==> src/rtl/pr_pkg.sv <==
// Shared types and constants for the packet-filter region.
package pr_pkg;

    // Filter FSM state; the encoding is visible through the STATE register
    typedef enum logic [1:0] {
        ST_HEAD = 2'd0,
        ST_PASS = 2'd1,
        ST_DROP = 2'd2
    } pr_state_t;

    // Control register byte offsets
    localparam logic [7:0] REG_MAC_LO   = 8'h00;
    localparam logic [7:0] REG_MAC_HI   = 8'h04;
    localparam logic [7:0] REG_OBS_LO   = 8'h08;
    localparam logic [7:0] REG_OBS_HI   = 8'h0C;
    localparam logic [7:0] REG_PASS_CNT = 8'h10;
    localparam logic [7:0] REG_DROP_CNT = 8'h14;
    localparam logic [7:0] REG_STATE    = 8'h18;

    localparam logic [47:0] BROADCAST_MAC = 48'hffff_ffff_ffff;

    // Destination MAC from the first six wire bytes; wire byte 0 becomes MAC[47:40]
    function automatic logic [47:0] dest_mac(input logic [47:0] d);
        return {d[7:0], d[15:8], d[23:16], d[31:24], d[39:32], d[47:40]};
    endfunction

endpackage

==> src/rtl/pr_ctrl_regs.sv <==
// AXI4-Lite slave and register file: station MAC, observed MAC, frame counters, state.
module pr_ctrl_regs
    import pr_pkg::*;
#(
    parameter logic [47:0] DEFAULT_MAC = 48'hfa163e55ca02,
    parameter int unsigned CTRL_AW     = 32
) (
    input  logic               clk,
    input  logic               rst_n,
    input  logic [CTRL_AW-1:0] awaddr,
    input  logic               awvalid,
    output logic               awready,
    input  logic [31:0]        wdata,
    input  logic [3:0]         wstrb,
    input  logic               wvalid,
    output logic               wready,
    output logic               bvalid,
    output logic [1:0]         bresp,
    input  logic               bready,
    input  logic [CTRL_AW-1:0] araddr,
    input  logic               arvalid,
    output logic               arready,
    output logic               rvalid,
    output logic [31:0]        rdata,
    output logic [1:0]         rresp,
    input  logic               rready,
    output logic [47:0]        mac,
    input  logic [47:0]        obs_mac,
    input  logic               pass_inc,
    input  logic               drop_inc,
    input  pr_state_t          state
);

    logic [31:0] pass_cnt;
    logic [31:0] drop_cnt;
    logic [31:0] rd_word;
    logic        idle;
    logic        wr_go;
    logic        rd_go;
    logic        wr_lo;
    logic        wr_hi;

    function automatic logic hit(input logic [CTRL_AW-1:0] a, input logic [7:0] off);
        return a == CTRL_AW'(off);
    endfunction

    // One transaction at a time; a pending write blocks a simultaneous read
    assign idle  = !awready && !arready && !bvalid && !rvalid;
    assign wr_go = idle && awvalid && wvalid;
    assign rd_go = idle && arvalid && !(awvalid && wvalid);
    assign wr_lo = awready && hit(awaddr, REG_MAC_LO);
    assign wr_hi = awready && hit(awaddr, REG_MAC_HI);
    assign bresp = '0;
    assign rresp = '0;

    // Read data mux; unmapped offsets read as zero
    always_comb begin
        rd_word = '0;
        if (hit(araddr, REG_MAC_LO))        rd_word = mac[31:0];
        else if (hit(araddr, REG_MAC_HI))   rd_word = {16'h0, mac[47:32]};
        else if (hit(araddr, REG_OBS_LO))   rd_word = obs_mac[31:0];
        else if (hit(araddr, REG_OBS_HI))   rd_word = {16'h0, obs_mac[47:32]};
        else if (hit(araddr, REG_PASS_CNT)) rd_word = pass_cnt;
        else if (hit(araddr, REG_DROP_CNT)) rd_word = drop_cnt;
        else if (hit(araddr, REG_STATE))    rd_word = {30'h0, state};
    end

    // Handshake sequencing: ready pulses, then response held until accepted
    always_ff @(posedge clk or negedge rst_n) begin
        if (!rst_n) begin
            awready <= 1'b0;
            wready  <= 1'b0;
            arready <= 1'b0;
            bvalid  <= 1'b0;
            rvalid  <= 1'b0;
            rdata   <= '0;
        end else begin
            awready <= wr_go;
            wready  <= wr_go;
            arready <= rd_go;
            if (awready)     bvalid <= 1'b1;
            else if (bready) bvalid <= 1'b0;
            if (arready) begin
                rvalid <= 1'b1;
                rdata  <= rd_word;
            end else if (rready) begin
                rvalid <= 1'b0;
            end
        end
    end

    // Register file: byte-strobed MAC writes and free-running frame counters
    always_ff @(posedge clk or negedge rst_n) begin
        if (!rst_n) begin
            mac      <= DEFAULT_MAC;
            pass_cnt <= '0;
            drop_cnt <= '0;
        end else begin
            for (int unsigned i = 0; i < 4; i++)
                if (wr_lo && wstrb[i]) mac[8*i +: 8] <= wdata[8*i +: 8];
            for (int unsigned i = 0; i < 2; i++)
                if (wr_hi && wstrb[i]) mac[32+8*i +: 8] <= wdata[8*i +: 8];
            if (pass_inc) pass_cnt <= pass_cnt + 32'd1;
            if (drop_inc) drop_cnt <= drop_cnt + 32'd1;
        end
    end

endmodule

==> src/rtl/pr_region.sv <==
// Packet-filter region: forwards frames addressed to the station MAC or broadcast.
module pr_region
    import pr_pkg::*;
#(
    parameter logic [47:0] DEFAULT_MAC = 48'hfa163e55ca02,
    parameter int unsigned CTRL_AW     = 32
) (
    input  logic               CLK,
    input  logic               ARESETN,
    input  logic [63:0]        S_AXIS_tdata,
    input  logic [7:0]         S_AXIS_tkeep,
    input  logic               S_AXIS_tlast,
    input  logic               S_AXIS_tvalid,
    output logic               S_AXIS_tready,
    output logic [63:0]        M_AXIS_tdata,
    output logic [7:0]         M_AXIS_tkeep,
    output logic               M_AXIS_tlast,
    output logic               M_AXIS_tvalid,
    input  logic               M_AXIS_tready,
    input  logic [CTRL_AW-1:0] S_AXI_CONTROL_awaddr,
    input  logic               S_AXI_CONTROL_awvalid,
    output logic               S_AXI_CONTROL_awready,
    input  logic [31:0]        S_AXI_CONTROL_wdata,
    input  logic [3:0]         S_AXI_CONTROL_wstrb,
    input  logic               S_AXI_CONTROL_wvalid,
    output logic               S_AXI_CONTROL_wready,
    output logic               S_AXI_CONTROL_bvalid,
    output logic [1:0]         S_AXI_CONTROL_bresp,
    input  logic               S_AXI_CONTROL_bready,
    input  logic [CTRL_AW-1:0] S_AXI_CONTROL_araddr,
    input  logic               S_AXI_CONTROL_arvalid,
    output logic               S_AXI_CONTROL_arready,
    output logic               S_AXI_CONTROL_rvalid,
    output logic [31:0]        S_AXI_CONTROL_rdata,
    output logic [1:0]         S_AXI_CONTROL_rresp,
    input  logic               S_AXI_CONTROL_rready,
    output logic [31:0] S_AXI_MEM_0_awaddr,  output logic [7:0] S_AXI_MEM_0_awlen,
    output logic [2:0]  S_AXI_MEM_0_awsize,  output logic [1:0] S_AXI_MEM_0_awburst,
    output logic [3:0]  S_AXI_MEM_0_awcache, output logic       S_AXI_MEM_0_awlock,
    output logic [2:0]  S_AXI_MEM_0_awprot,  output logic [3:0] S_AXI_MEM_0_awqos,
    output logic        S_AXI_MEM_0_awvalid, input  logic       S_AXI_MEM_0_awready,
    output logic [63:0] S_AXI_MEM_0_wdata,   output logic [7:0] S_AXI_MEM_0_wstrb,
    output logic        S_AXI_MEM_0_wlast,   output logic       S_AXI_MEM_0_wvalid,
    input  logic        S_AXI_MEM_0_wready,  input  logic [1:0] S_AXI_MEM_0_bresp,
    input  logic        S_AXI_MEM_0_bvalid,  output logic       S_AXI_MEM_0_bready,
    output logic [31:0] S_AXI_MEM_0_araddr,  output logic [7:0] S_AXI_MEM_0_arlen,
    output logic [2:0]  S_AXI_MEM_0_arsize,  output logic [1:0] S_AXI_MEM_0_arburst,
    output logic [3:0]  S_AXI_MEM_0_arcache, output logic       S_AXI_MEM_0_arlock,
    output logic [2:0]  S_AXI_MEM_0_arprot,  output logic [3:0] S_AXI_MEM_0_arqos,
    output logic        S_AXI_MEM_0_arvalid, input  logic       S_AXI_MEM_0_arready,
    input  logic [63:0] S_AXI_MEM_0_rdata,   input  logic [1:0] S_AXI_MEM_0_rresp,
    input  logic        S_AXI_MEM_0_rlast,   input  logic       S_AXI_MEM_0_rvalid,
    output logic        S_AXI_MEM_0_rready,
    output logic [31:0] S_AXI_MEM_1_awaddr,  output logic [7:0] S_AXI_MEM_1_awlen,
    output logic [2:0]  S_AXI_MEM_1_awsize,  output logic [1:0] S_AXI_MEM_1_awburst,
    output logic [3:0]  S_AXI_MEM_1_awcache, output logic       S_AXI_MEM_1_awlock,
    output logic [2:0]  S_AXI_MEM_1_awprot,  output logic [3:0] S_AXI_MEM_1_awqos,
    output logic        S_AXI_MEM_1_awvalid, input  logic       S_AXI_MEM_1_awready,
    output logic [63:0] S_AXI_MEM_1_wdata,   output logic [7:0] S_AXI_MEM_1_wstrb,
    output logic        S_AXI_MEM_1_wlast,   output logic       S_AXI_MEM_1_wvalid,
    input  logic        S_AXI_MEM_1_wready,  input  logic [1:0] S_AXI_MEM_1_bresp,
    input  logic        S_AXI_MEM_1_bvalid,  output logic       S_AXI_MEM_1_bready,
    output logic [31:0] S_AXI_MEM_1_araddr,  output logic [7:0] S_AXI_MEM_1_arlen,
    output logic [2:0]  S_AXI_MEM_1_arsize,  output logic [1:0] S_AXI_MEM_1_arburst,
    output logic [3:0]  S_AXI_MEM_1_arcache, output logic       S_AXI_MEM_1_arlock,
    output logic [2:0]  S_AXI_MEM_1_arprot,  output logic [3:0] S_AXI_MEM_1_arqos,
    output logic        S_AXI_MEM_1_arvalid, input  logic       S_AXI_MEM_1_arready,
    input  logic [63:0] S_AXI_MEM_1_rdata,   input  logic [1:0] S_AXI_MEM_1_rresp,
    input  logic        S_AXI_MEM_1_rlast,   input  logic       S_AXI_MEM_1_rvalid,
    output logic        S_AXI_MEM_1_rready
);

    pr_state_t   state;
    logic        run;
    logic [47:0] mac;
    logic [47:0] obs_mac;
    logic [47:0] dest;
    logic        head_match;
    logic        accept;
    logic        fwd;
    logic        pass_inc;
    logic        drop_inc;
    logic        unused_mem;

    assign dest       = dest_mac(S_AXIS_tdata[47:0]);
    assign head_match = (S_AXIS_tkeep[5:0] == 6'h3f) && ((dest == mac) || (dest == BROADCAST_MAC));
    // DROP never loads the output register, so it can sink flits regardless of backpressure
    assign S_AXIS_tready = run && ((state == ST_DROP) || !M_AXIS_tvalid || M_AXIS_tready);
    assign accept        = S_AXIS_tvalid && S_AXIS_tready;

    // Whether the flit on the input is to be forwarded
    always_comb begin
        fwd = 1'b0;
        case (state)
            ST_HEAD: fwd = head_match;
            ST_PASS: fwd = 1'b1;
            default: fwd = 1'b0;
        endcase
    end

    // Filter FSM; head decisions latch the observed MAC and pulse a counter
    always_ff @(posedge CLK or negedge ARESETN) begin
        if (!ARESETN) begin
            state    <= ST_HEAD;
            run      <= 1'b0;
            obs_mac  <= '0;
            pass_inc <= 1'b0;
            drop_inc <= 1'b0;
        end else begin
            run      <= 1'b1;
            pass_inc <= 1'b0;
            drop_inc <= 1'b0;
            if (accept) begin
                case (state)
                    ST_HEAD: begin
                        obs_mac  <= dest;
                        pass_inc <= head_match;
                        drop_inc <= !head_match;
                        if (!S_AXIS_tlast) state <= head_match ? ST_PASS : ST_DROP;
                    end
                    ST_PASS, ST_DROP: if (S_AXIS_tlast) state <= ST_HEAD;
                    default: state <= ST_HEAD;
                endcase
            end
        end
    end

    // One-entry output register; payload held while stalled
    always_ff @(posedge CLK or negedge ARESETN) begin
        if (!ARESETN) begin
            M_AXIS_tvalid <= 1'b0;
            M_AXIS_tdata  <= '0;
            M_AXIS_tkeep  <= '0;
            M_AXIS_tlast  <= 1'b0;
        end else if (accept && fwd) begin
            M_AXIS_tvalid <= 1'b1;
            M_AXIS_tdata  <= S_AXIS_tdata;
            M_AXIS_tkeep  <= S_AXIS_tkeep;
            M_AXIS_tlast  <= S_AXIS_tlast;
        end else if (M_AXIS_tready) begin
            M_AXIS_tvalid <= 1'b0;
        end
    end

    pr_ctrl_regs #(
        .DEFAULT_MAC (DEFAULT_MAC),
        .CTRL_AW     (CTRL_AW)
    ) u_ctrl (
        .clk      (CLK),
        .rst_n    (ARESETN),
        .awaddr   (S_AXI_CONTROL_awaddr),
        .awvalid  (S_AXI_CONTROL_awvalid),
        .awready  (S_AXI_CONTROL_awready),
        .wdata    (S_AXI_CONTROL_wdata),
        .wstrb    (S_AXI_CONTROL_wstrb),
        .wvalid   (S_AXI_CONTROL_wvalid),
        .wready   (S_AXI_CONTROL_wready),
        .bvalid   (S_AXI_CONTROL_bvalid),
        .bresp    (S_AXI_CONTROL_bresp),
        .bready   (S_AXI_CONTROL_bready),
        .araddr   (S_AXI_CONTROL_araddr),
        .arvalid  (S_AXI_CONTROL_arvalid),
        .arready  (S_AXI_CONTROL_arready),
        .rvalid   (S_AXI_CONTROL_rvalid),
        .rdata    (S_AXI_CONTROL_rdata),
        .rresp    (S_AXI_CONTROL_rresp),
        .rready   (S_AXI_CONTROL_rready),
        .mac      (mac),
        .obs_mac  (obs_mac),
        .pass_inc (pass_inc),
        .drop_inc (drop_inc),
        .state    (state)
    );

    // Reserved memory ports held idle
    assign {S_AXI_MEM_0_awaddr, S_AXI_MEM_0_awlen, S_AXI_MEM_0_awsize, S_AXI_MEM_0_awburst,
            S_AXI_MEM_0_awcache, S_AXI_MEM_0_awlock, S_AXI_MEM_0_awprot, S_AXI_MEM_0_awqos,
            S_AXI_MEM_0_awvalid} = '0;
    assign {S_AXI_MEM_0_wdata, S_AXI_MEM_0_wstrb, S_AXI_MEM_0_wlast, S_AXI_MEM_0_wvalid} = '0;
    assign {S_AXI_MEM_0_araddr, S_AXI_MEM_0_arlen, S_AXI_MEM_0_arsize, S_AXI_MEM_0_arburst,
            S_AXI_MEM_0_arcache, S_AXI_MEM_0_arlock, S_AXI_MEM_0_arprot, S_AXI_MEM_0_arqos,
            S_AXI_MEM_0_arvalid} = '0;
    assign S_AXI_MEM_0_bready = 1'b1;
    assign S_AXI_MEM_0_rready = 1'b1;
    assign {S_AXI_MEM_1_awaddr, S_AXI_MEM_1_awlen, S_AXI_MEM_1_awsize, S_AXI_MEM_1_awburst,
            S_AXI_MEM_1_awcache, S_AXI_MEM_1_awlock, S_AXI_MEM_1_awprot, S_AXI_MEM_1_awqos,
            S_AXI_MEM_1_awvalid} = '0;
    assign {S_AXI_MEM_1_wdata, S_AXI_MEM_1_wstrb, S_AXI_MEM_1_wlast, S_AXI_MEM_1_wvalid} = '0;
    assign {S_AXI_MEM_1_araddr, S_AXI_MEM_1_arlen, S_AXI_MEM_1_arsize, S_AXI_MEM_1_arburst,
            S_AXI_MEM_1_arcache, S_AXI_MEM_1_arlock, S_AXI_MEM_1_arprot, S_AXI_MEM_1_arqos,
            S_AXI_MEM_1_arvalid} = '0;
    assign S_AXI_MEM_1_bready = 1'b1;
    assign S_AXI_MEM_1_rready = 1'b1;

    assign unused_mem = ^{S_AXI_MEM_0_awready, S_AXI_MEM_0_wready, S_AXI_MEM_0_bresp,
                          S_AXI_MEM_0_bvalid, S_AXI_MEM_0_arready, S_AXI_MEM_0_rdata,
                          S_AXI_MEM_0_rresp, S_AXI_MEM_0_rlast, S_AXI_MEM_0_rvalid,
                          S_AXI_MEM_1_awready, S_AXI_MEM_1_wready, S_AXI_MEM_1_bresp,
                          S_AXI_MEM_1_bvalid, S_AXI_MEM_1_arready, S_AXI_MEM_1_rdata,
                          S_AXI_MEM_1_rresp, S_AXI_MEM_1_rlast, S_AXI_MEM_1_rvalid};

endmodule

==> config.mk <==
export PLATFORM = sky130hd
export DESIGN_NAME = pr_region
export DESIGN_NICKNAME = d
export VERILOG_FILES = /design/src/rtl/pr_pkg.sv /design/src/rtl/pr_ctrl_regs.sv /design/src/rtl/pr_region.sv
export SDC_FILE = /design/constraint.sdc
export NUM_CORES = 1
export LEC_CHECK = 0
export BUFFER_PORTS_ARGS = -buffer_cell sky130_fd_sc_hd__buf_2
export CAP_MARGIN = 20
export CELL_PAD_IN_SITES_DETAIL_PLACEMENT = 2
export CELL_PAD_IN_SITES_GLOBAL_PLACEMENT = 2
export CORE_AREA = 8 8 314 316
export CTS_BUF_LIST = sky130_fd_sc_hd__clkbuf_2 sky130_fd_sc_hd__clkbuf_4 sky130_fd_sc_hd__clkbuf_8
export DETAILED_ROUTE_END_ITERATION = 6
export DIE_AREA = 0 0 322 324
export PLACE_DENSITY = 0.7
export SLEW_MARGIN = 25
export SYNTH_ARGS = -nofsm -noshare
export SYNTH_HDL_FRONTEND = slang
export SYNTH_SLANG_ARGS = --single-unit
==> constraint.sdc <==
create_clock -name CLK -period 2.4 [get_ports CLK]
set_input_delay 0.24 -clock CLK [delete_from_list [all_inputs] [get_ports CLK]]
set_output_delay 0.24 -clock CLK [all_outputs]
set_load 0.05 [all_outputs]
; ---- Yosys cells after proc, flatten, opt, wreduce, memory -nomap -nowiden
; Cells that the tools add are included.
[totals]
regBits = 275
inputBits = 330
wordCells = 99
[classes]
n_addsub = 2
eq_ne = 14
muxes = 22
reduce_logical = 39
[ops]
columns = operator, count
row1 = 32-bit 2-to-1 mux, 6
row2 = 32-bit by 5-bit equality test with 1-bit output (second input constant), 3
row3 = 32-bit by 1-bit adder with 32-bit output (second input constant), 2
row4 = 32-bit by 3-bit equality test with 1-bit output (second input constant), 2
row5 = 32-bit by 4-bit equality test with 1-bit output (second input constant), 2
row6 = 32-bit zero test, 2
row7 = 48-bit equality test, 1
row8 = 48-bit equality test (second input constant), 1
row9 = 1-bit logical AND, 20
row10 = 1-bit 2-to-1 mux, 10
row11 = 2-bit 2-to-1 mux, 4
row12 = 1-bit zero test, 7
row13 = 6-bit equality test (second input constant), 1
row14 = 2-bit nonzero test, 3
row15 = 2-bit != test (second input constant), 2
row16 = 2-bit case mux with 2 select lines, 1
row17 = 1-bit logical OR, 3
row18 = 3-bit AND reduction, 1
row19 = 2-bit by 1-bit equality test with 1-bit output (second input constant), 1
row20 = 2-bit equality test (second input constant), 1
row21 = 2-bit zero test, 1
row22 = 1-bit case mux with 2 select lines, 1
row23 = 2-bit AND reduction, 1
row24 = 2-bit OR reduction, 1

; ---- Longest topological paths before layout
; Gate-level depths: netlist of run 1.
[logic_depth]
ltp_word = 8
ltp_mapped = 10
mapped_depth_nobuf = 7

; ---- Hierarchy
; Synthesis of run 1 repeated with hierarchy kept, for this count alone.
[hier_totals]
cells_unflattened = 1404
hier_area_um2 = 16039.1
[modules_own_cells]
columns = module, instances, cells_each, area_each_um2, seq_area_each_um2
row1 = pr_region, 1, 755, 8553.2, 3178.0
row2 = pr_ctrl_regs, 1, 649, 7485.9, 3732.3

; ---- Worst setup path before layout of run 1
; Ideal clock, no wire load.
[synth_path]
kind = reg2reg
from = register M_AXIS_tvalid
to = register M_AXIS_tkeep[3]
setup_ns = 0.124
arrival_time_ns = 2.077
path_slack_ns = 0.199
stages_incl_launch_ff = 8
path_buffers = 2
path_cell_list = dfrtp_1 > or3b_1 > nor2b_1 > and2_1 > buf_2 > buf_2 > o21a_1 > a211o_1
[synth_between]
elab_chain_cells = 6
[synth_lines]
columns = element, line_no
row1 = start: declaration, pr_region.sv:18  ; output logic M_AXIS_tvalid,
row2 = start signal: assignment, pr_region.sv:131  ; M_AXIS_tvalid <= 1'b0;
row3 = start signal: assignment, pr_region.sv:136  ; M_AXIS_tvalid <= 1'b1;
row4 = start signal: assignment, pr_region.sv:141  ; M_AXIS_tvalid <= 1'b0;
row5 = 1-bit zero test, pr_region.sv:88  ; assign S_AXIS_tready = run && ((state == ST_DROP) || !M_AXIS_tvalid || M_AXIS_tready);
row6 = 1-bit logical OR (2 in series), pr_region.sv:88
row7 = 1-bit logical AND, pr_region.sv:88
row8 = 1-bit logical AND, pr_region.sv:89  ; assign accept = S_AXIS_tvalid && S_AXIS_tready;
row9 = 1-bit logical AND, pr_region.sv:135  ; end else if (accept && fwd) begin
row10 = end signal: assignment, pr_region.sv:138  ; M_AXIS_tkeep <= S_AXIS_tkeep;
row11 = end: declaration, pr_region.sv:16  ; output logic [7:0] M_AXIS_tkeep,
; Every way passes these cells.
; A chain may end at the register's enable or synchronous reset.

; ---- Worst setup path in the final report of run 1
[layout_path]
from = register u_ctrl.mac[34]
to = register M_AXIS_tdata[52]
[layout_between]
elab_chain_cells = 5
[layout_lines]
columns = element, line_no
row1 = start: declaration, pr_ctrl_regs.sv:27  ; output logic [47:0] mac,
row2 = start signal: indexed assignment, pr_ctrl_regs.sv:100  ; if (wr_lo && wstrb[i]) mac[8*i +: 8] <= wdata[8*i +: 8];
row3 = start signal: indexed assignment, pr_ctrl_regs.sv:102  ; if (wr_hi && wstrb[i]) mac[32+8*i +: 8] <= wdata[8*i +: 8];
row4 = 48-bit equality test, pr_region.sv:86  ; assign head_match = (S_AXIS_tkeep[5:0] == 6'h3f) && ((dest == mac) || (dest == BROADCAST_MAC));
row5 = 1-bit logical OR, pr_region.sv:86
row6 = 1-bit logical AND, pr_region.sv:86
row7 = 1-bit case mux with 2 select lines, pr_region.sv:94  ; case (state)
row8 = 1-bit logical AND, pr_region.sv:135
row9 = end signal: assignment, pr_region.sv:137  ; M_AXIS_tdata <= S_AXIS_tdata;
row10 = end: declaration, pr_region.sv:15  ; output logic [63:0] M_AXIS_tdata,
; Every way passes these cells.

==> out/metrics.yaml, run 1 <==
synth:
  synth_edf_count: 0
  synthTopCellsByCount: "buf_4 (393), dfrtp_1 (252), o211ai_1 (134)"
  yosysWarnings: 0
  synth_area_leaders: "dfrtp_1 (36%), buf_4 (17%), o211ai_1 (5.7%)"
  synth-seq-cells: 275
  synth_top_flop_cell: "dfrtp_1"
  ys_seq_area_share_pct: 39.4
  synthArstFlopShare_pct: 100
  synthDistinctLibCells: 52
  synth.most_common_cell: "buf_4"
  yosysTopAreaCellShare_pct: 35.9
  synth.cell_area_um2: 17600
  avgSynthCellArea_um2: 9.23
  synthCells: 1903
  synth_top_cell_by_area: "dfrtp_1"
worst_setup_path:
  crit_path_max_fanout: 30
  max_stage_delay_ns: 0.57
  r2r_slack_ns: 0.05
  crit_slowest_cell: "dfstp_2"
  arrival_ns: 2.87
  path_cells: "xnor2_2 > buf_6 > nand4_1 > buf_6 > nor4_4 > and4_4 > buf_12 > o211ai_1"
  r2r_cells: 8
  reg2reg_from: "u_ctrl.mac[34]"
  reg2reg_to: "M_AXIS_tdata[52]"
  worst_setup_path_end_kind: "flop"
  worstSetupStartpointType: "flop"
  path_class: "flop to flop"
  worst_path_most_repeated_cell: "buf_6"
  crit_required_ns: 2.93
clock_network:
  clk_pin_slew_worst_paths_ns: 0.06
  clk_path_buf_depth: 3
  cts_root_buf: "clkbuf_8"
  cts_max_level: 2
  clock_latency_ns: 0.68
  cts_tree: "yes"
  cts-buffers-inserted: 57
  cts.sinks: 275
place:
  dp_hpwl_mm: 64.1
  port_buffers: 293
  dpl.cell_count: 3445
  place.gp.congestion: 0.819
route:
  firstDrtPassIters: 6
  drt-initial-drc-count: 924
  drt_wl_total_mm: 84.7
  drc_errors: 0
  antenna_left: 0
  avgRoutedWirePerCell_um: 23.1
  via_per_inst: 4.20
  vias: 15400
timing:
  fin_crit_sh_pct: 97.9
  slew_headroom_pct: 56.6
  rsz0062_at_grt: "yes"
  worstMarginPinSlew_ns: 0.645
  clock.fmax_mhz: 426
  finalSetupViolCount: 0
  whs_ns: 0.0439
  slew_viol_final: 0
  finalClockSkew_ns: 0.0301
  period_minus_slack_ns: 2.35
  report.final.hold_viol_count: 0
global_routing:
  grt_start_max_net_pins: 68
  grtUsageMet2_pct: 26.1
  top_usage_layer: "met2"
  grt_usage_pct: 15.5
  use_met3_pct: 4.64
  grt_pass1_vias: 17440
  antenna_found_initial: 16
  grt_overflow: 0
  grt_pass1_wl_mm: 122
  gr-usage-met1_pct: 19.1
floorplanning:
  chipHeight_um: 324
  die_x_um: 322
  row_count: 113
  ios: 830
  start_util_pct: 18.7
  dieArea_um2: 104000
  core_area_um2: 93900
worst_hold_path:
  min_path_type: "input pin to async pin"
run_status:
  outcome: "complete, no violations"
job:
  maxCapViolCount: 0
pwr:
  ir_drop_uv: 445
  finalPower_mw: 21.6
  p_leak_nw: 10.1
  cellPowerDensity_nw_per_um2: 968
finish:
  fin_cells: 3670
  layout-drive-gt1-share_pct: 27.0
  nets: 2688
  syn_to_final_growth_pct: 27.3
timing repair:
item / in CTS / in global routing
setup buffers: 1 / 3
gates resized for setup: 10 / 11
hold buffers: 111 / 0
pin swaps: 4 / 0
endpoints found under the hold margin: 426 / 0
setup endpoints to repair: 75 / 57
state kept, by name (all words and copies together), names as in the netlist, 2 cells and up:
signal,cells
M_AXIS_tdata,64
u_ctrl.drop_cnt,32
u_ctrl.mac,48
state,2
M_AXIS_tkeep,8
obs_mac,48
u_ctrl.pass_cnt,32
u_ctrl.rdata,32
cell families (layout without fill, tap and decap cells):
| logic type | Yosys count | in the layout | share of synthesized area, % |
|---|---|---|---|
| compound gates | 368 | 368 | 13.8 |
| simple gates | 461 | 461 | 14.2 |
| flops | 275 | 275 | 39.4 |
| other cells | 2 | 398 | 0.0428 |
| xor+xnor | 110 | 110 | 5.49 |
| buf+inv | 601 | 707 | 21.6 |
| mux | 81 | 81 | 5.19 |
| fa+ha+maj | 5 | 5 | 0.356 |
power breakdown:
group / switching, mW / internal (mW) / leakage, nW
Sequential: 1.06 / 5.98 / 3.50
Combinational: 6.87 / 2.01 / 5.92
Clock: 2.44 / 3.27 / 0.676
critical path: cells and delay by family (launching register included):
family	cells	cell delay, ns
xor gates and xnor gates	1	0.13
DFF	1	0.57
and+or+nand+nor	3	0.78
buffers and inverters	3	0.56
AOI/OAI and AO/OA	1	0.13
worst max path at each step:
stage | from | to | slack (ns) | cells after the start
2_1_floorplan | M_AXIS_tvalid | M_AXIS_tkeep[3] | 0.20 | 7
3_3_place_gp | u_ctrl.mac[19] | M_AXIS_tdata[31] | -0.14 | 8
3_5_place_dp | u_ctrl.mac[19] | M_AXIS_tdata[31] | -0.19 | 8
4_1_cts | u_ctrl.mac[44] | M_AXIS_tdata[58] | 0.02 | 7
5_1_grt | u_ctrl.mac[34] | M_AXIS_tdata[58] | -0.02 | 8
6_report | u_ctrl.mac[34] | M_AXIS_tdata[52] | 0.05 | 8
per-layer routing:
metal	part of all wire, %	vias up
met2	48	579
li1	-	6878
met1	41	7835
met3	7.7	100
met4	2.6	8
met5	0.060	-
layout make-up:
cell class,count,area (um2)
Tap cell,1265,1580
Fill cell,10940,71500
Sequential cell,275,6910
Antenna cell,9,22.5
Clock buffer,91,1160
Clock inverter,11,116
Multi-Input combinational cell,1414,8430
Timing Repair Buffer,521,3800
Inverter,84,315
cell usage in the layout, fill, tap and decap left out, types with 16 or more instances in the layout:
cell / synthesis / final
conb_1: 2 / 389
inv_1: 84 / 83
a21oi_1: 16 / 16
dfrtp_1: 252 / 251
dlygate4sd3_1: 0 / 111
buf_12: 0 / 24
buf_2: 45 / 291
nor4_1: 22 / 22
o211ai_1: 134 / 134
mux2_2: 80 / 80
a31oi_1: 16 / 16
o21ai_1: 30 / 30
nor2_1: 55 / 55
o21ai_0: 102 / 102
nor3_1: 77 / 77
buf_4: 393 / 85
xor2_1: 22 / 22
a222oi_1: 16 / 16
nand2_1: 91 / 90
dfstp_2: 23 / 23
xnor2_1: 88 / 83
nand4_1: 111 / 111
a22oi_1: 29 / 29
nand3_1: 42 / 40
clkbuf_8: 0 / 77
stage by stage:
step / instance area [um2] / setup slack (ns) / TNS [ns] / utilization [%]
2_1_floorplan: 19000 / 0.199 / 0 / -
3_5_place_dp: 19800 / -0.188 / -7.51 / 21.1
4_1_cts: 22300 / 0.0158 / 0 / 23.7
3_3_place_gp: 19800 / -0.141 / -5.74 / 21.1
6_report: 22300 / 0.0516 / 0 / 23.8
5_1_grt: 22300 / -0.0204 / -0.113 / 23.8
(Power assumes the default switching activity.)
==> run 2, diff against run 1 <==
SETUP_SLACK_MARGIN = 0.2   (was unset)
==> out/metrics.yaml, run 2 (same netlist as run 1, synthesis figures left out) <==
run_status:
  outcome: "finished with violations"
  violations: "negative setup slack"
worst_setup_path:
  max_stage_delay_ns: 0.57
  reg2reg_from: "u_ctrl.mac[26]"
  arrival_ns: 2.96
  worst_setup_path_end_kind: "flop"
  crit_required_ns: 2.95
  path_cells: "xnor2_2 > buf_4 > nand4_1 > nor4_4 > buf_4 > and4_4 > buf_12 > clkbuf_16 > o211ai_1"
  worstSetupStartpointType: "flop"
  crit_slowest_cell: "dfstp_2"
  r2r_cells: 9
  crit_path_max_fanout: 5
  worst_path_most_repeated_cell: "buf_4"
  r2r_slack_ns: -0.01
  reg2reg_to: "M_AXIS_tdata[53]"
  path_class: "flop to flop"
clock_network:
  cts-buffers-inserted: 56
  clk_path_buf_depth: 3
  cts_root_buf: "clkbuf_8"
  clock_latency_ns: 0.71
  cts_tree: "yes"
  cts_max_level: 2
  clk_pin_slew_worst_paths_ns: 0.06
  cts.sinks: 275
global_routing:
  grt_pass1_vias: 17622
  grt_overflow: 0
  grt_usage_pct: 15.9
  grt_pass1_wl_mm: 125
  grt_start_max_net_pins: 61
  antenna_found_initial: 15
floorplanning:
  chipHeight_um: 324
  ios: 830
  row_count: 113
  core_area_um2: 93900
  start_util_pct: 18.7
  die_x_um: 322
  dieArea_um2: 104000
worst_hold_path:
  hold_path_end: "M_AXIS_tdata[34]"
  min_path_type: "input pin to flop"
  hp-start: "S_AXIS_tdata[34]"
  hold_depth: 3
finish:
  largest_registers: "M_AXIS_tdata x64, obs_mac x48, u_ctrl.mac x48"
  regMostFlops: "M_AXIS_tdata"
  largest_reg_flops: 64
  final_common_cell: "conb_1"
  layout-drive-gt1-share_pct: 28.1
  most-common-layout-cells: "conb_1 (389), buf_2 (291), dfrtp_1 (249)"
  syn_to_final_growth_pct: 29.1
  nets: 2707
timing:
  clock.fmax_mhz: 415
  worstMarginPinSlew_ns: 0.753
  slew_headroom_pct: 49.3
  slew_viol_final: 0
  report.final.hold_viol_count: 0
  finalClockSkew_ns: 0.0794
  rsz0062_at_grt: "yes"
  finalSetupViolCount: 4
  fin_ws_ns: -0.00952
  fin_crit_sh_pct: 100
  whs_ns: 0.0449
  period_minus_slack_ns: 2.41
pwr:
  finalPower_mw: 21.7
  p_leak_nw: 10.3
  ir_drop_uv: 379
  cellPowerDensity_nw_per_um2: 957
route:
  avgRoutedWirePerCell_um: 23.7
  drc_errors: 0
  drt-initial-drc-count: 1057
  firstDrtPassIters: 6
  vias: 15707
  via_per_inst: 4.25
  antenna_left: 0
  drt_wl_total_mm: 87.4
job:
  maxCapViolCount: 0
place:
  port_buffers: 293
  dp_hpwl_mm: 64.4
  place.gp.congestion: 0.828
run 2: cell types whose count changed in the layout (fill, tap and decap cells not counted), moves of 4 or more:
cell / change
buf_4: +16
clkbuf_4: +9
clkbuf_8: -8
buf_16: +5
buf_6: -4
buf_8: +4
dlygate4sd3_1: -4
run 2: layout make-up:
cell class                 count  area, um2
clock buffer                  92       1120
clock inverter                11        143
sequential                   275       6910
multi-input combinational   1414       8450
tap                         1265       1580
timing repair buffer         541       4120
inverter                      84        315
antenna                       11       27.5
fill                       10879      71200
run 2: repair_timing:
action                                 4_1_cts  5_1_grt
setup buffers                                9        0
setup endpoints to repair                   91      111
endpoints found under the hold margin      320        0
pin swaps                                    8       21
cloned                                       5        2
resized for setup                           36        7
hold buffers                               107        0
run 2: where the power goes:
part	switching (mW)	internal [mW]	leakage [nW]
Clock	2.40	3.20	0.678
Sequential	1.10	5.98	3.49
Combinational	7.01	2.02	6.09
run 2: worst max path at each step:
stage	from	to	slack, ns	cells past startpoint
floorplan	state[0]	M_AXIS_tkeep[3]	0.27	9
global placement	state[0]	pass_inc	-0.13	7
detailed placement	state[0]	pass_inc	-0.15	7
CTS	u_ctrl.mac[20]	M_AXIS_tdata[45]	0.07	9
global route	u_ctrl.mac[20]	M_AXIS_tdata[51]	-0.04	9
finish	u_ctrl.mac[26]	M_AXIS_tdata[53]	-0.01	9
run 2: through the flow:
| step | utilization (%) | TNS (ns) | cell area (um2) | worst slack [ns] | cells |
|---|---|---|---|---|---|
| finish | 24.2 | -0.0217 | 22700 | -0.00952 | 3693 |
| global route | 24.1 | -0.315 | 22700 | -0.0395 | 3688 |
| CTS | 24.0 | 0 | 22600 | 0.0706 | 3680 |
| detailed placement | 21.2 | -2.30 | 19900 | -0.148 | 3456 |
| global placement | 21.2 | -1.43 | 19900 | -0.125 | 3456 |
| floorplan | - | 0 | 19000 | 0.269 | 2290 |
run 2: layer usage:
layer	vias up	global-route usage [%]	routed length, um
met5	-	0	40
met4	6	5.65	2900
met3	118	3.81	5820
met2	642	26.7	42400
met1	8017	19.7	36200
li1	6924	-	-
run 2: critical path: cells and delay by family, from the launching register on:
kind,cells,cell delay (ns)
compound gates,1,0.10
xor+xnor,1,0.12
buf+inv,4,0.72
flops,1,0.57
simple gates,3,0.74
==> run 3, diff against run 2 <==
CORE_AREA = 8 8 313 315   (was 8 8 314 316)
DIE_AREA = 0 0 321 323   (was 0 0 322 324)
PLACE_DENSITY = 0.65   (was 0.7)
SYNTH_HIERARCHICAL = 1   (was unset)
==> out/metrics.yaml, run 3 <==
route:
  antenna_left: 0
  via_per_inst: 3.70
  drt_wl_total_mm: 71.5
  avgRoutedWirePerCell_um: 22.1
  drt-initial-drc-count: 573
  vias: 11992
  firstDrtPassIters: 6
  drc_errors: 0
global_routing:
  grtUsageMet2_pct: 22.8
  grt_overflow: 0
  grt_pass1_wl_mm: 101
  gr-usage-met1_pct: 16.1
  antenna_found_initial: 14
  grt_pass1_vias: 13959
  grt_usage_pct: 13.1
  use_met3_pct: 3.19
  grt_start_max_net_pins: 61
  top_usage_layer: "met2"
floorplanning:
  row_count: 112
  start_util_pct: 17.3
  dieArea_um2: 104000
  ios: 830
  chipHeight_um: 323
  core_area_um2: 92800
  die_x_um: 321
worst_setup_path:
  reg2reg_to: "M_AXIS_tdata[49]"
  r2r_slack_ns: -0.27
  reg2reg_from: "u_ctrl/mac[29]"
  crit_path_max_fanout: 20
  path_class: "flop to flop"
  worstSetupStartpointType: "flop"
  crit_required_ns: 2.93
  arrival_ns: 3.20
  r2r_cells: 10
  worst_setup_path_end_kind: "flop"
synth:
  ys_seq_area_share_pct: 43.1
  synth_area_leaders: "dfrtp_1 (39%), buf_4 (18%), mux2_2 (9.0%)"
  synth_edf_count: 0
  avgSynthCellArea_um2: 11.4
  yosysWarnings: 6
  synth_top_cell_by_area: "dfrtp_1"
  synthTopCellsByCount: "buf_4 (393), dfrtp_1 (252), mux2_2 (128)"
  synthCells: 1404
  synth-seq-cells: 275
  synth_top_flop_cell: "dfrtp_1"
  synthDistinctLibCells: 60
  synth.most_common_cell: "buf_4"
  synthArstFlopShare_pct: 100
  yosysTopAreaCellShare_pct: 39.3
  synth.cell_area_um2: 16000
finish:
  largest_registers: "M_AXIS_tdata x64, obs_mac x48, u_ctrl/mac x48"
  fin_util_pct: 22.7
  fillerInstances: 10545
  ff_latch_area_um2: 6910
  largest_reg_flops: 64
  final_common_cell: "conb_1"
  syn_to_final_growth_pct: 31.2
  fin_cells: 3240
  most-common-layout-cells: "conb_1 (389), buf_2 (292), dfrtp_1 (252)"
  regMostFlops: "M_AXIS_tdata"
  postLayoutCellArea_um2: 21000
  nets: 2270
  multiInputGateArea_um2: 7490
  layout-drive-gt1-share_pct: 38.7
timing:
  setup_tns_ns: -16.70
  fin_crit_sh_pct: 111
  worstMarginPinSlew_ns: 0.632
  rsz0062_at_grt: "yes"
  finalClockSkew_ns: 0.0674
  whs_ns: 0.0517
  report.final.hold_viol_count: 0
  clock.fmax_mhz: 375
  finalSetupViolCount: 73
  fin_ws_ns: -0.268
  slew_viol_final: 0
  slew_headroom_pct: 57.9
  period_minus_slack_ns: 2.67
pwr:
  cellPowerDensity_nw_per_um2: 737
  p_int_mw: 9.67
  power_frac_seq_pct: 36.7
  power.share.switching_pct: 37.7
  power_frac_comb_pct: 26.6
  ir_drop_uv: 398
  clockPowerShare_pct: 36.7
  p_sw_mw: 5.85
  p_leak_nw: 10.5
place:
  dp_hpwl_mm: 55.3
  dpl.cell_count: 3021
  dpl_cell_area_um2: 18400
  port_buffers: 293
  place.gp.congestion: 0.812
run_status:
  outcome: "finished with violations"
  violations: "negative setup slack"
clock_network:
  cts_max_level: 2
  clock_latency_ns: 0.69
  clk_path_buf_depth: 3
  cts-buffers-inserted: 55
  cts.sinks: 275
  clk_pin_slew_worst_paths_ns: 0.06
  cts_root_buf: "clkbuf_8"
  cts_tree: "yes"
worst_hold_path:
  hold_path_end: "obs_mac[37]"
  hold_depth: 2
  hp-start: "S_AXIS_tdata[13]"
  min_path_type: "input pin to flop"
job:
  maxCapViolCount: 0
-- run 3: per-stage QoR --
step	setup WS, ns	power, mW
finish	-0.268	15.5
global route	-0.305	16.2
floorplan	0.233	8.87
detailed placement	-0.409	9.72
global placement	-0.292	9.59
CTS	-0.289	15.7
-- run 3: worst max-delay path by stage --
stage,startpoint,end,cells past startpoint
final,u_ctrl/mac[29],M_AXIS_tdata[49],10
after global routing,u_ctrl/mac[29],M_AXIS_tdata[49],10
after CTS,u_ctrl/mac[22],M_AXIS_tdata[11],10
after detailed placement,u_ctrl/mac[26],M_AXIS_tdata[49],9
after global placement,u_ctrl/mac[26],M_AXIS_tdata[49],9
after floorplan,M_AXIS_tvalid,M_AXIS_tdata[10],8
-- run 3: power by group through the flow --
stage | sequential, mW | clock, mW | combinational [mW]
after floorplan | 6.08 | 0 | 2.80
after global placement | 5.71 | 0 | 3.87
after detailed placement | 5.76 | 0 | 3.96
after CTS | 5.68 | 5.87 | 4.14
after global routing | 5.75 | 6.07 | 4.34
final | 5.70 | 5.69 | 4.13
-- run 3: worst max-delay path, stage by stage, from the launching register on --
cell and delay [ns]:
dfstp_2 0.58, xor2_4 0.10, buf_4 0.15, nor4_4 0.22, nand4_1 0.18, nor4_4 0.34
buf_4 0.18, a22oi_2 0.09, buf_6 0.17, buf_12 0.16, mux2_4 0.31
-- run 3: layout make-up --
cell class                 count  area share (%)
antenna                        5          0.0595
sequential                   275            32.8
multi-input combinational   1065            35.6
clock buffer                  87            5.15
inverter                      10           0.178
tap                         1254            7.46
clock inverter                16            1.03
timing repair buffer         528            17.7
-- run 3: cells by family after synthesis --
logic type                 count (synthesis)  share of synthesized area (%)
adders and majority gates                  5                          0.390
buffers and inverters                    450                           20.3
other                                      3                         0.0702
DFF                                      275                           43.1
muxes                                    190                           14.7
and+or+nand+nor                          246                           8.85
xor gates and xnor gates                 110                           6.01
AOI/OAI and AO/OA                        125                           6.61
-- run 3: repair_timing --
action,in CTS,in global routing
hold buffers,105,0
hold endpoints to repair,316,0
cloned,2,0
pin swaps,7,3
setup buffers,4,0
setup endpoints to repair,114,108
resized for setup,12,16
-- run 3: routing by layer --
layer,vias to the layer above,wire [um]
met1,6181,29300
met2,494,35800
met4,4,1720
li1,5223,-
met5,-,27
met3,90,4630
